===== src/rtl/score_text_fmt.sv =====
// Binary-to-two-digit ASCII formatter: clamps a 7-bit value to 0..99, divides by
// repeated subtraction of 10, then emits both characters in one load_text strobe.
module score_text_fmt #(
  parameter bit BLANK_LEADING_ZERO = 1'b1
) (
  input  logic        clk,
  input  logic        rst,
  input  logic [6:0]  value_in,
  input  logic        value_valid,
  output logic        busy,
  output logic        load_text,
  output logic [13:0] text_out
);

  typedef enum logic {
    IDLE = 1'b0,
    DIV  = 1'b1
  } state_t;

  localparam logic [6:0]  CHAR_SPACE = 7'h20;
  localparam logic [6:0]  CHAR_ZERO  = 7'h30;
  localparam logic [13:0] TEXT_BLANK = {CHAR_SPACE, CHAR_SPACE};

  state_t       state_reg, state_next;
  logic [6:0]   rem_reg, rem_next;
  logic [3:0]   tens_reg, tens_next;
  logic [13:0]  text_reg, text_next;
  logic         load_reg, load_next;
  logic [6:0]   tens_char;

  always_ff @(posedge clk) begin
    if (rst) begin
      state_reg <= IDLE;
      rem_reg   <= 7'd0;
      tens_reg  <= 4'd0;
      text_reg  <= TEXT_BLANK;
      load_reg  <= 1'b0;
    end else begin
      state_reg <= state_next;
      rem_reg   <= rem_next;
      tens_reg  <= tens_next;
      text_reg  <= text_next;
      load_reg  <= load_next;
    end
  end

  // A zero tens digit is optionally blanked so single-digit values read " 7".
  always_comb begin
    if ((tens_reg == 4'd0) && BLANK_LEADING_ZERO)
      tens_char = CHAR_SPACE;
    else
      tens_char = CHAR_ZERO + {3'b000, tens_reg};
  end

  always_comb begin
    state_next = state_reg;
    rem_next   = rem_reg;
    tens_next  = tens_reg;
    text_next  = text_reg;
    load_next  = 1'b0;
    case (state_reg)
      IDLE: begin
        if (value_valid) begin
          rem_next   = (value_in > 7'd99) ? 7'd99 : value_in;
          tens_next  = 4'd0;
          state_next = DIV;
        end
      end
      DIV: begin
        if (rem_reg >= 7'd10) begin
          rem_next  = rem_reg - 7'd10;
          tens_next = tens_reg + 4'd1;
        end else begin
          text_next  = {tens_char, CHAR_ZERO + rem_reg};
          load_next  = 1'b1;
          state_next = IDLE;
        end
      end
      default: state_next = IDLE;
    endcase
  end

  assign busy      = (state_reg != IDLE);
  assign load_text = load_reg;
  assign text_out  = text_reg;

endmodule


===== config.mk =====
export PLATFORM = sky130hd
export DESIGN_NAME = score_text_fmt
export DESIGN_NICKNAME = d
export VERILOG_FILES = /design/src/rtl/score_text_fmt.sv
export SDC_FILE = /design/constraint.sdc
export NUM_CORES = 1
export LEC_CHECK = 0
export ABC_AREA = 0
export BUFFER_PORTS_ARGS = -buffer_cell sky130_fd_sc_hd__buf_2
export CORE_MARGIN = 5
export CORE_UTILIZATION = 24
export DETAILED_ROUTE_END_ITERATION = 12
export HOLD_SLACK_MARGIN = 0.06
export PLACE_DENSITY = 0.48
export SYNTH_ARGS = -nofsm -noshare
export SYNTH_HDL_FRONTEND = slang
export SYNTH_SLANG_ARGS = --single-unit
export TNS_END_PERCENT = 5

===== constraint.sdc =====
create_clock -name clk -period 3.9 [get_ports clk]
set_input_delay 0.585 -clock clk [delete_from_list [all_inputs] [get_ports clk]]
set_output_delay 0.585 -clock clk [all_outputs]
set_load 0.05 [all_outputs]

# Yosys cells after proc, flatten, opt, wreduce, memory -nomap -nowiden
# Index checks and enable logic that the tools add are counted.
dict set report totals {
  ramBits 0
  word_cells 31
  latchBits 0
  in_bits 10
  romBits 0
  n_memories 0
  output_inout_bits 16
  ff_bits 27
}
dict set report op_classes {
  n_reduce_logical 4
  n_eq_ne 2
  addsub 4
  magnitude_cmp 2
  bitwise 2
  n_shift 0
  n_mul 0
  div_mod_pow 0
  mux 12
}
# op n
set op_table {}
lappend op_table {{two-way mux 7 bit} 4}
lappend op_table {{one-hot mux 7 bit (2 select lines)} 1}
lappend op_table {{two-way mux 4 bit} 2}
lappend op_table {{one-hot mux 4 bit (2 select lines)} 1}
lappend op_table {{adder 6 x 4 -> 7 bit, first input constant} 1}
lappend op_table {{adder 6 x 7 -> 7 bit, first input constant} 1}
lappend op_table {{greater-or-equal comparator 7 x 4 -> 1 bit, second input constant} 1}
lappend op_table {{greater-than comparator 7 bit, second input constant} 1}
lappend op_table {{subtractor 7 x 4 -> 7 bit, second input constant} 1}
lappend op_table {{adder 4 x 1 -> 4 bit, second input constant} 1}
lappend op_table {{logical NOT 4 bit} 1}
lappend op_table {{AND reduction 2 bit} 2}
lappend op_table {{two-way mux 1 bit} 3}
lappend op_table {{inequality test 2 x 1 -> 1 bit, second input constant} 1}
lappend op_table {{inequality test 2 bit, second input constant} 1}
lappend op_table {{NOT 1 bit} 2}
lappend op_table {{one-hot mux 1 bit (2 select lines)} 1}
lappend op_table {{OR reduction 2 bit} 1}

# Longest topological paths before layout
dict set report logic_depth {
  word_depth 4
  mapped_depth 8
  mapped_depth_nobuf 6
}

# Worst setup path before layout
# OpenSTA, ideal clock, no wires.
dict set report synth_timing {
  path_type {register to register}
  startpoint {register rem_reg[1]}
  endpoint {register text_reg[5], in the netlist text_out[5]}
  setup_time_ps 141
  arrival_ps 1646
  period_less_slack_ps 1786
  stages_incl_launch_ff 9
  required_time_ps 3759
  setup_slack_ps 2114
  path_buffers 2
  path_cell_list {dfxtp_1 -> inv_1 -> ha_1 -> nor2b_1 -> or4_1 -> buf_2 -> clkbuf_1 -> o31ai_1 -> o211ai_1}
}
dict set report synth_between {
  elab_chain_len 3
  word_cells_on_any_way 4
  cone_classes {add/sub (1); order compare (1); bitwise (1); reduce/logical (1)}
}
# item line
set synth_lines {}
lappend synth_lines {{from (decl)} 25} ;# logic [6:0] rem_reg, rem_next;
lappend synth_lines {{from (signal assigned)} 40} ;# rem_reg <= rem_next;
lappend synth_lines {{greater-or-equal comparator 7 x 4 -> 1 bit} 70} ;# if (rem_reg >= 7'd10) begin
lappend synth_lines {{NOT 1 bit (no line)} --}
lappend synth_lines {{AND reduction 2 bit (no line)} --}
lappend synth_lines {{to (signal assigned)} 42} ;# text_reg <= text_next;
lappend synth_lines {{to (decl)} 27} ;# logic [13:0] text_reg, text_next;
# Parallel ways exist; a longest one is shown, timed or not.
# A chain may end at the register's enable or synchronous reset.

# Worst setup path in the final report
dict set report layout_timing {
  startpoint {register rem_reg[2]}
  endpoint {register rem_reg[5]}
}
dict set report layout_between {
  elab_chain_len 3
  word_cells_on_any_way 6
  cone_classes {add/sub (1); order compare (1); eq/ne (1); mux (2); reduce/logical (1)}
}
# item line
set layout_lines {}
lappend layout_lines {{subtractor 7 x 4 -> 7 bit / greater-or-equal comparator 7 x 4 -> 1 bit (equally long branches)} {71, 70}}
lappend layout_lines {{two-way mux 7 bit / inequality test 2 x 1 -> 1 bit (equally long branches)} --}
lappend layout_lines {{one-hot mux 7 bit (2 select lines) / AND reduction 2 bit (equally long branches)} --}
# Parallel ways exist; a longest one is shown, timed or not. The select of a mux whose other input is x is not followed.

==> results.yml <==
floorplanning:
  ioPinCount: 26
  std_cell_rows: 27
  die_w_um: 84.09
  die_h_um: 84.09
  initial_core_util_pct: 24.38
  core_mm2: 0.005405
  die-area_mm2: 0.007071
global_routing:
  overflow: 0
  met3_usage_pct: 2.962
  grt_pass1_vias: 1101
  busiest_layer: "met2"
  grt_usage_pct: 10.05
  grt_max_degree: 28
  grt_antenna_before_repair: 0
  grt_util_met1_pct: 14.15
  grt_use_met2_pct: 15.06
  grt_pass1_wl_um: 5706
detailed_routing:
  wl_um: 3554
  firstDrtPassIters: 4
  drt_iter0_drc: 105
  drc: 0
  vias_per_cell: 5.049
  detail-route-antenna-nets: 0
  vias: 1227
  avgRoutedWirePerCell_um: 14.63
worst_setup_path:
  slowest_stage: "or4_1"
  critPathKind: "flop to flop"
  start_kind: "flop"
  required_ns: 4.08
  startpoint: "rem_reg[2]"
  cp_cell_sequence: "inv_1 -> ha_1 -> nor2b_1 -> or4_1 -> nor3_2 -> o41ai_1"
  critPathMaxStageDelay_ns: 0.57
  r2r_start: "rem_reg[2]"
  cp_max_fo: 16
  crit_arrival_ns: 2.36
  reg2reg_slack_ns: 1.72
  critPathCaptureType: "flop"
job:
  cap_violations: 0
clock_tree:
  numCtsBuffers: 3
  cts_root_buf: "clkbuf_8"
  clk_pin_slew_worst_paths_ns: 0.10
  cts_tree: "built"
  hold_buffers: 0
  clock_path_buffers: 2
  postCtsSetupRepairBufs: 0
  ctsHtreeMaxLevel: 1
  clock_latency_ns: 0.27
  clock-sinks: 25
  cts_resized: 0
placement:
  hpwlAfterDp_um: 2478
  gp_congestion: 0.7573
  dp_cells: 239
  io_buffers: 23
  detailedPlace.worstSlack_ns: 1.765
yosys:
  synth_top_family_by_area: "compound AO/OA/AOI/OAI gates"
  synth_adder_area_share_pct: 4.748
  netlist_area_mm2: 0.001318
  synth_seq_cells: 25
  synth_top_area_share_pct: 37.99
  synth_xor_area_share_pct: 0
  yosysUniqueCellTypes: 40
  ys_seq_area_share_pct: 37.99
  synthMuxAreaShare_pct: 1.519
  ys_warn_count: 0
  synthCells: 158
  synthSimpleGateAreaFrac_pct: 19.94
  synth_area_leaders: "dfxtp_1 (38%), o31ai_1 (6.3%), ha_1 (4.7%)"
  synth_nets: 173
  synth_compound_area_share_pct: 27.16
  synth_top_area_cell: "dfxtp_1"
  syn_avg_cell_area_um2: 8.339
power:
  p_per_area_mw_per_mm2: 433.3
  peakVddDrop_mv: 0.1037
  power.leakage_uw: 0.0005763
  total_power_uw: 659.3
final_layout:
  fillers: 607
  antenna_cells: 0
  drive_above_1_share_pct: 19.30
  layout_common_cells: "dfxtp_1 (25), buf_2 (23), o31ai_1 (11), a21oi_1 (10), inv_1 (9)"
  largest_register_ffs: 12
  final_util_pct: 28.15
  final_common_cell: "dfxtp_1"
  syn_to_final_growth_pct: 15.48
  stdcell_count: 243
  layout.nets: 187
outcome:
  status: "finished clean"
sta:
  drv_slew: 0
  rsz0062_at_grt: "no"
  slew_headroom_pct: 58.69
  clock.fmax_mhz: 459.2
  period_share_pct: 55.84
  fin_skew_ns: 0.003689
  fin_ws_ns: 1.722
  min_period_ns: 2.178
  hold_viol: 0
  worstMarginPinSlew_ns: 0.6196
  setup_viol: 0
  setup-tns-final_ns: 0
worst_hold_path:
  hold_start: "text_out[7]"
  hp-class: "flop to flop"
## power breakdown
| group | leakage, uW | switching, uW | internal, uW |
|---|---|---|---|
| Combinational | 0.000350 | 144 | 58.1 |
| Sequential | 0.000204 | 17.8 | 276 |
| Clock | 0.0000217 | 90.3 | 72.6 |
| Total | 0.000576 | 252 | 407 |
## per-stage QoR
step	cell area [um2]	hold slack (ns)
after floorplan	1318	0.4513
after global placement	1473	0.4509
after detailed placement	1473	0.4593
after CTS	1521	0.4732
after global routing	1521	0.4982
final	1521	0.4703
## layer usage
metal	vias up	part of all wire, %	wire [um]
met5	-	0	0
li1	623	-	-
met1	571	51	1807
met2	29	43	1534
met3	4	5.2	185
met4	0	0.70	25
## final timing paths
path                      end  cells after the start
setup / recovery   rem_reg[5]                      6
hold / removal    text_out[7]                      2
setup reg to reg   rem_reg[5]                      6
hold reg to reg   text_out[7]                      2
## cells in the mapped netlist (all sizes together)
cell type  instances
a21oi             10
o21ai              4
ha                 5
nor2b              3
nor4b              1
o211ai             2
nor3               5
nand3              7
o2111ai            2
o31ai             11
or4                2
a211o              2
a2111o             1
nand4              7
o21a               1
mux2i              2
inv                9
a31oi              7
a31o               1
a211oi             3
o41ai              2
nor4               2
or3                2
nand2b             1
o31a               1
nand2              8
and3               1
conb               2
a221oi             2
buf                4
nor3b              2
dfxtp             25
nor2               6
clkbuf            13
a32oi              2
## logic make-up (layout without fill, tap and decap cells)
family / count (synthesis) / count (layout)
flops: 25 / 25
fa+ha+maj: 5 / 5
other cells: 2 / 2
simple gates: 47 / 47
compound gates: 51 / 51
buf+inv: 26 / 39
mux: 2 / 2
## worst max-delay path: cells and delay by family, from the launching register on
family,cells,cell delay [ns]
flip-flops,1,0.42
adder cells (fa/ha/maj),1,0.19
AO/OA/AOI/OAI,1,0.34
AND/OR/NAND/NOR,3,1.04
buffers and inverters,1,0.07
## layout make-up
class	instances	area, um2	area share, %
Multi-Input combinational cell	107	710.7	46.71
Timing Repair Buffer	26	137.6	9.046
Clock buffer	3	41.29	2.714
Sequential cell	25	500.5	32.89
Clock inverter	1	7.507	0.4934
Inverter	9	33.78	2.220
Tap cell	72	90.09	5.921
No activity file was read; power rests on OpenSTA's default activity.
